--- config.mk ---
export PLATFORM = sky130hd
export DESIGN_NAME = wired_bus_arbiter
export DESIGN_NICKNAME = d
export VERILOG_FILES = /design/src/rtl/wired_bus_arbiter.sv
export SDC_FILE = /design/constraint.sdc
export NUM_CORES = 1
export LEC_CHECK = 0
export CAP_MARGIN = 20
export CORE_AREA = 3 3 57 59
export CTS_CLUSTER_DIAMETER = 120
export DETAILED_ROUTE_END_ITERATION = 8
export DIE_AREA = 0 0 60 62
export PLACE_DENSITY = 0.72
export SYNTH_ARGS = -nofsm -noshare
export SYNTH_HDL_FRONTEND = slang
export SYNTH_SLANG_ARGS = --single-unit
export TNS_END_PERCENT = 5
--- constraint.sdc ---
create_clock -name clk -period 1.34 [get_ports clk]
set_input_delay 0.268 -clock clk [delete_from_list [all_inputs] [get_ports clk]]
set_output_delay 0.268 -clock clk [all_outputs]
set_load 0.03 [all_outputs]
--- src/rtl/wired_bus_arbiter.sv ---
// Round-robin owner arbiter for a shared single-driver bus.
// Grants one requester at a time, caps each ownership at MAX_HOLD cycles and
// inserts TA_CYCLES dead cycles after every release so two drivers never overlap.
module wired_bus_arbiter #(
  parameter int unsigned     N         = 4,
  parameter int unsigned     DW        = 8,
  parameter int unsigned     MAX_HOLD  = 4,
  parameter int unsigned     TA_CYCLES = 1,
  parameter logic [DW-1:0]   IDLE_VAL  = '0
) (
  input  logic                 clk,
  input  logic                 rst,
  input  logic [N-1:0]         req,
  input  logic [N*DW-1:0]      wdata,
  output logic [N-1:0]         gnt,
  output logic [$clog2(N)-1:0] owner,
  output logic [DW-1:0]        bus_data,
  output logic                 bus_valid,
  output logic                 busy
);

  localparam int unsigned PW = $clog2(N);
  localparam int unsigned HW = (MAX_HOLD > 1) ? $clog2(MAX_HOLD) : 1;
  localparam int unsigned TW = (TA_CYCLES > 1) ? $clog2(TA_CYCLES) : 1;

  localparam logic [HW-1:0] HOLD_LAST = HW'(MAX_HOLD - 1);
  localparam logic [TW-1:0] TA_LAST   = TW'(TA_CYCLES - 1);
  localparam logic [PW-1:0] LAST_IDX  = PW'(N - 1);

  typedef enum logic [1:0] {
    S_IDLE       = 2'd0,
    S_GRANT      = 2'd1,
    S_TURNAROUND = 2'd2
  } state_t;

  state_t        state_q, state_d;
  logic [N-1:0]  gnt_q, gnt_d;
  logic [PW-1:0] owner_q, owner_d;
  logic [PW-1:0] rr_q, rr_d;
  logic [HW-1:0] hold_q, hold_d;
  logic [TW-1:0] ta_q, ta_d;

  logic          sel_found;
  logic [PW-1:0] sel_idx;
  logic [PW-1:0] cand;
  logic          release_now;

  // Round-robin search: first requester at or after rr_q, wrapping modulo N
  always_comb begin
    sel_found = 1'b0;
    sel_idx   = '0;
    cand      = '0;
    for (int i = 0; i < N; i++) begin
      cand = PW'((32'(rr_q) + 32'(i)) % N);
      if (!sel_found && req[cand]) begin
        sel_found = 1'b1;
        sel_idx   = cand;
      end
    end
  end

  // Owner gives up the bus when it drops its request or exhausts its hold budget
  always_comb begin
    release_now = (!req[owner_q]) || (hold_q == HOLD_LAST);
  end

  // Next-state and next-register logic
  always_comb begin
    state_d = state_q;
    gnt_d   = gnt_q;
    owner_d = owner_q;
    rr_d    = rr_q;
    hold_d  = hold_q;
    ta_d    = ta_q;

    case (state_q)
      S_IDLE: begin
        if (sel_found) begin
          state_d = S_GRANT;
          gnt_d   = {{(N-1){1'b0}}, 1'b1} << sel_idx;
          owner_d = sel_idx;
          hold_d  = '0;
        end
      end

      S_GRANT: begin
        if (release_now) begin
          state_d = S_TURNAROUND;
          gnt_d   = '0;
          rr_d    = (owner_q == LAST_IDX) ? '0 : owner_q + PW'(1);
          ta_d    = '0;
        end else begin
          hold_d  = hold_q + HW'(1);
        end
      end

      S_TURNAROUND: begin
        if (ta_q == TA_LAST) begin
          state_d = S_IDLE;
        end else begin
          ta_d    = ta_q + TW'(1);
        end
      end

      default: begin
        state_d = S_IDLE;
        gnt_d   = '0;
      end
    endcase
  end

  // State and bookkeeping registers with synchronous reset
  always_ff @(posedge clk) begin
    if (rst) begin
      state_q <= S_IDLE;
      gnt_q   <= '0;
      owner_q <= '0;
      rr_q    <= '0;
      hold_q  <= '0;
      ta_q    <= '0;
    end else begin
      state_q <= state_d;
      gnt_q   <= gnt_d;
      owner_q <= owner_d;
      rr_q    <= rr_d;
      hold_q  <= hold_d;
      ta_q    <= ta_d;
    end
  end

  // Bus value: the granted lane, otherwise the idle value (grant is one-hot)
  always_comb begin
    bus_data = IDLE_VAL;
    for (int i = 0; i < N; i++) begin
      if (gnt_q[i]) begin
        bus_data = wdata[i*DW +: DW];
      end
    end
  end

  assign gnt       = gnt_q;
  assign owner     = owner_q;
  assign bus_valid = |gnt_q;
  assign busy      = (state_q != S_IDLE);

endmodule
==> metrics, run 1 <==
number of global-route vias before repair=about 1100; area of the die=approximately 3700 um^2; num rows=19; area share of fa/ha/maj cells after synthesis=2.774%; Max Clk Rate=about 550 MHz; P per Cell Area=between 800 and 900 nW/um^2; DRT Pass-1 Iters=4; period utilization=135.3%; Final Total Pwr=approximately 1.7 mW; Setup crit start kind=flip-flop; leak pwr=around 0.75 nW; I/O Buffers=53; Hold Buf Count CTS=0; CP max stage cell=dfxtp_4; Worst Setup Slack, final=-0.4727 ns; worst reg-to-reg setup slack=-0.13 ns; Worst-Margin Slew=0.3499 ns; Netlist cell types=31; Final Slew Violations=0; first-pass GRT wire length=~5400 um; share of the yosys chip area belonging to registers=a little over a quarter; Die X-Extent=about 60 um; clock slew at reported path FFs=0.08 ns; area grow syn2layout=117.9%; Worst Clk Skew=around 0.0024 ns; Final Hold Viols=0; Synth Cell Area=approximately 900 um^2; Slowest Stage Delay on Critical Path=approximately 0.34 ns; Rel. slew slack=76.47%; outcome=finished, violations left; Synth Register Bits=12; fraction of layout cells with a size suffix above 1=between 40% and 50%; Root Driver=clkbuf_4; DR iter-0 viols=33; Post-Synth XOR/XNOR Area=0%; worst skew pair latency=~0.27 ns; CTS sink cnt=12; CTS buffer count=3; endpoint class of the critical path=output pin; number of buffers and inverters on the critical path=2; post-synthesis async set-or-reset flop share=0%; WS Path Type=reg2out; crit path cell chain=nor2b_4, buf_12, a221oi_2, o31ai_4, clkdlybuf4s15_2; GRT Resource Usage Total=approximately a fifth; post-DP HPWL=2687 um; # H-tree levels=1; drt total wl=3584 um; layout net count=223; RSZ-0062 raised after global routing=true; Min-Delay Path Class=reg2reg; required time of the worst setup path=roughly 1.1 ns; Max Cap Viol=0; Placement Setup Slack=-0.6614 ns; Syn Nets=149; Final Critical Period=1.813 ns; antenna cells=0; GRT overflow=0; largest family of logic cells by synthesized area=compound AO/OA/AOI/OAI gates; Final Util=71.28%; multiplexer share of the synthesized area=2.913%; Arr. time, crit path=~1.5 ns; Design Area, Final=a little under 2000 um^2; Ys Warns=0; Peak VDD IR=670.6 uV; initial antenna violation count=0; failing checks=setup timing; Residual DRC=0; Synth Area in Simple Gates=31.07%; Post-synth EDFFs=0; DP Area=roughly 1800 um^2; compound-cell area share of the yosys netlist=about a third; antenna-violating nets left=0; core area=around 2800 um^2; Synth Flop Type=dfxtp_1; Metal-1 WL=1572 um; Syn Inst Count=approximately 110; Max Used Layer=met4; die height=about 62 um; Clock Path Buffers=2; CP max FO=2; initial core utilization=32.71%; CP delay by family, top=buffers and inverters; largest net degree at the start of global routing=15; Avg Vias per Cell=approximately 5.4; Vias=1154; final setup fails=16; IO Count=54; DR WL met2=1862 um; met3 WL=approximately 130 um; average routed wire per standard cell=~17 um; CTS tree=yes; gpl congestion=0.8265; Synth Area per Inst=8.276 um^2
per-layer routing:
metal | GRT usage (%) | up-vias
met1 | 25.46 | 553
met4 | 5.380 | 0
met5 | 0 | -
met2 | 32.41 | 27
li1 | - | 572
met3 | 1.860 | 2
final timing paths:
check	cells past startpoint	from	end
setup / recovery	5	gnt[0]	bus_data[3]
hold / removal	2	hold_q[1]	hold_q[1]
setup reg to reg	5	hold_q[0]	hold_q[0]
hold reg to reg	2	hold_q[1]	hold_q[1]
cell families after synthesis:
group	count (synthesis)
muxes	2
adders and majority gates	2
AOI/OAI and AO/OA	40
buffers and inverters	6
DFF	12
and+or+nand+nor	47
cell usage after synthesis, types with 2 or more instances:
library cell | instances | share of area [%]
o31ai_1 | 9 | 7.5
a21oi_1 | 6 | 3.3
nand2b_1 | 2 | 1.4
nand3b_1 | 2 | 1.7
clkbuf_1 | 6 | 2.5
o21ai_0 | 2 | 1.1
a32o_1 | 4 | 4.4
nor4b_2 | 2 | 3.3
or2_1 | 3 | 2.1
o21ai_1 | 4 | 2.2
nand2_1 | 10 | 4.2
dfxtp_1 | 12 | 27
ha_1 | 2 | 2.8
a221oi_1 | 8 | 7.8
or4_1 | 2 | 1.7
nor2_1 | 7 | 2.9
nor2b_1 | 14 | 9.7
worst reg2reg max path, cell delays in order (launching register included):
cell and delay [ns]:
dfxtp_2 0.33, ha_1 0.20, nor2b_1 0.22, a22oi_2 0.15
or4_1 0.41, o21ai_1 0.09
through the flow:
| step | hold slack, ns | std cells | TNS, ns |
|---|---|---|---|
| floorplan | 0.4424 | 109 | -1.307 |
| global placement | 0.4703 | 209 | -7.531 |
| detailed placement | 0.4913 | 209 | -7.884 |
| CTS | 0.5066 | 212 | -3.906 |
| global route | 0.5233 | 213 | -5.024 |
| finish | 0.5041 | 213 | -3.960 |
cells in the final DEF (no fill, tap or decap), types with 2 or more instances in the layout:
cell / instances
clkdlybuf4s50_1: 33
buf_4: 22
nor2b_1: 13
nand2_1: 10
buf_6: 10
o31ai_4: 9
nor2_1: 6
dfxtp_1: 6
dfxtp_4: 5
a221oi_4: 4
a221oi_2: 4
o21ai_1: 4
a21oi_1: 4
a32o_1: 4
dlygate4sd2_1: 4
clkbuf_4: 3
clkdlybuf4s15_2: 3
buf_12: 3
or2_1: 2
nor4b_2: 2
nor2_2: 2
o21ai_0: 2
a21oi_2: 2
nand3b_1: 2
ha_1: 2
final cells by class:
cell class,instances,area (um^2)
clock buffer,4,36.28
sequential,12,260.3
timing repair buffer,75,737.0
fill,223,792.0
multi-input combinational,91,893.4
tap,31,38.79
flip-flops by register name, indices dropped and copies added (netlist names):
name and flops:
rr_q 2, owner 2, hold_q 2, gnt 4, state_q 2
where the power goes:
| part | switching (mW) | internal, mW |
|---|---|---|
| logic | 0.471 | 0.502 |
| clock network | 0.121 | 0.165 |
| registers | 0.0278 | 0.385 |
| total | 0.620 | 1.05 |
what timing repair did:
action | 4_1_cts | 5_1_grt
gates cloned | 0 | 0
buffers inserted | 2 | 1
gates resized for setup | 32 | 16
endpoints found under the setup margin | 23 | 24
endpoints found under the hold margin | 0 | 0
pin swaps | 7 | 1
Note: power is estimated with default switching activity, not from simulation.
==> run 2: changes to the inputs <==
--- a/config.mk
+++ b/config.mk
@@ -5,12 +5,12 @@
 export SDC_FILE = /design/constraint.sdc
 export NUM_CORES = 1
 export LEC_CHECK = 0
-export CAP_MARGIN = 20
 export CORE_AREA = 3 3 57 59
 export CTS_CLUSTER_DIAMETER = 120
 export DETAILED_ROUTE_END_ITERATION = 8
 export DIE_AREA = 0 0 60 62
 export PLACE_DENSITY = 0.72
+export SLEW_MARGIN = 0
 export SYNTH_ARGS = -nofsm -noshare
 export SYNTH_HDL_FRONTEND = slang
 export SYNTH_SLANG_ARGS = --single-unit
==> results of run 2 <==
Final layout, timing and power as in run 1 (identical DEF).
==> run 3: changes to the inputs <==
--- a/config.mk
+++ b/config.mk
@@ -5,11 +5,12 @@
 export SDC_FILE = /design/constraint.sdc
 export NUM_CORES = 1
 export LEC_CHECK = 0
-export CORE_AREA = 3 3 57 59
+export CORE_AREA = 3 3 52 54
 export CTS_CLUSTER_DIAMETER = 120
 export DETAILED_ROUTE_END_ITERATION = 8
-export DIE_AREA = 0 0 60 62
-export PLACE_DENSITY = 0.72
+export DIE_AREA = 0 0 55 57
+export PLACE_DENSITY = 0.82
+export SETUP_SLACK_MARGIN = 0.1
 export SLEW_MARGIN = 0
 export SYNTH_ARGS = -nofsm -noshare
 export SYNTH_HDL_FRONTEND = slang
==> constraint.sdc (replaced) <==
create_clock -name clk -period 2.1 [get_ports clk]
set_input_delay 0.42 -clock clk [delete_from_list [all_inputs] [get_ports clk]]
set_output_delay 0.42 -clock clk [all_outputs]
set_load 0.03 [all_outputs]
==> metrics, run 3 (synthesis gave the netlist of run 1 again) <==
Fillers=190 (-15%); worst skew pair latency=0.27 ns (about the same); fraction of layout cells with a size suffix above 1=18.93% (-25 points); gpl congestion=0.8118 (-1.8%); period utilization=between 90% and 100%; # H-tree levels=1 (unchanged); largest net degree at the start of global routing=19 (+4); Worst-Margin Slew=0.3494 ns (-0.0005012 ns); number of flip-flops in the largest register=4 (unchanged); Slowest Stage Delay on Critical Path=0.70 ns (+0.36 ns); setup TNS=0 ns (+3.960 ns); most frequent cells in the layout=44 x clkdlybuf4s50_1, 15 x buf_4, 13 x nor2b_1; clock slew at reported path FFs=0.07 ns (about the same); worst hold stages=2 (unchanged); number of buffers and inverters on the critical path=2 (unchanged); initial antenna violation count=0 (unchanged); CP max FO=18 (+16); Gate power share=50.0% (-8.2 points); Rel. slew slack=76.56% (+0.093 points); Clock power frac=20.3% (+3.2 points); FF-to-FF path depth=4 (-1); share of power burned in registers=29.6% (+4.9 points); CTS buffer count=3 (unchanged); Worst Clk Skew=0.001379 ns (-0.0009720 ns); Final Hold Viols=0 (unchanged); die height=57 um (-8.1%); CTS tree=yes; core area=2255 um^2 (-18%); Avg Vias per Cell=5.579 (+3.0%); Die X-Extent=55 um (-8.3%); post-DP HPWL=2398 um (-11%); area grow syn2layout=72.26%; IO Count=54 (unchanged); number of cells on the critical path=2 (-3); final setup fails=0 (-16); WS Path Type=reg2out; DR iter-0 viols=22 (-33%); outcome=completed; P per Cell Area=573.5 nW/um^2 (-33%); CP max stage cell=clkdlybuf4s50_1; Final Util=68.92% (-2.4 points); Clock Path Buffers=2 (unchanged); initial core utilization=40.01% (+7.3 points); switch share=36.49% (-0.58 points); NetSw=0.3252 mW (-48%); area of the multi-input gates=658.1 um^2 (-26%); number of global-route vias before repair=1004 (-11%); Peak VDD IR=551.1 uV (-18%); GRT Resource Usage Total=18.29% (-0.70 points); layout net count=210 (-5.8%); DRT Pass-1 Iters=4 (unchanged); leak pwr=0.5807 nW (-22%); Root Driver=clkbuf_4; leading cell type in the layout, fill and taps excluded=clkdlybuf4s50_1; Vias=1099 (-4.8%); Residual DRC=0 (unchanged); antenna-violating nets left=0 (unchanged); worst hold slack=0.4987 ns (-0.005495 ns); num rows=17 (-2); Setup crit start kind=flip-flop; crit path cell chain=buf_4, clkdlybuf4s50_1; Final Critical Period=approximately 1.9 ns; Max Cap Viol=0 (unchanged); first-pass GRT wire length=4264 um (-21%); CTS sink cnt=12 (unchanged); average routed wire per standard cell=15.59 um (-7.4%); area of the die=3135 um^2 (-16%); DP Area=1468 um^2 (-16%); Arr. time, crit path=1.52 ns (-0.02 ns); Max Clk Rate=around 520 MHz; endpoint class of the critical path=output pin; I/O Buffers=53 (unchanged); sequential cell area=240.2 um^2 (-7.7%); Design Area, Final=1554 um^2 (-21%); Final Total Pwr=0.8912 mW (-47%); required time of the worst setup path=1.68 ns (+0.61 ns); Pint=0.5660 mW (-46%); drt total wl=3071 um (-14%); Min-Delay Path Class=reg2reg; GRT overflow=0 (unchanged); CP delay by family, top=buffers and inverters; Final Slew Violations=0 (unchanged); antenna cells=0 (unchanged); RSZ-0062 raised after global routing=false
-- run 3: changes by cell type in the layout (fill, tap and decap cells not counted), moves of 6 or more --
cell             before  now
o31ai_4               9    0
dfxtp_1               6   12
buf_4                22   15
clkdlybuf4s50_1      33   44
buf_6                10    2
a221oi_1              0    7
o31ai_1               1    8
-- run 3: path summary, 6_finish.rpt --
check,from,endpoint,slack [ns]
min reg2reg,hold_q[1],hold_q[1],0.50
max,gnt[3],gnt[3],0.16
max reg2reg,owner[1],gnt[2],0.57
min,hold_q[1],hold_q[1],0.50
-- run 3: stage by stage --
step | setup slack, ns | std cells
floorplan | -0.1034 | 109
global placement | 0.1735 | 189
detailed placement | 0.1162 | 189
CTS | 0.09015 | 193
global route | 0.08632 | 197
finish | 0.1612 | 197
-- run 3: final cells by class --
| type | count | share of cell area (%) |
|---|---|---|
| sequential | 12 | 15.46 |
| multi-input combinational | 91 | 42.35 |
| timing repair buffer | 62 | 37.60 |
| clock buffer | 4 | 2.335 |
| tap | 28 | 2.254 |
-- run 3: timing repair --
item / 4_1_cts / 5_1_grt
gates resized for setup: 1 / 5
hold buffers: 0 / 0
setup buffers: 0 / 4
pin swaps: 0 / 1
endpoints found under the setup margin: 2 / 8
-- run 3: layer usage --
metal / track usage (%) / wire [um] / part of all wire (%)
met3: 6.789 / 441 / 14
met4: 6.250 / 35 / 1.1
met1: 17.47 / 1147 / 37
met5: 0 / 0 / 0
met2: 34.12 / 1447 / 47
-- run 3: power by group through the flow --
stage	logic, mW	registers (mW)	clock network, mW
after detailed placement	0.429	0.269	0
after CTS	0.428	0.263	0.184
after floorplan	0.223	0.284	0
final	0.446	0.264	0.181
after global routing	0.478	0.266	0.196
after global placement	0.424	0.268	0
-- run 3: worst register-to-register path, delay by kind of cell (launching register included) --
family	cells	cell delay, ns
multiplexers	1	0.39
flip-flops	1	0.44
AO/OA/AOI/OAI	3	0.60
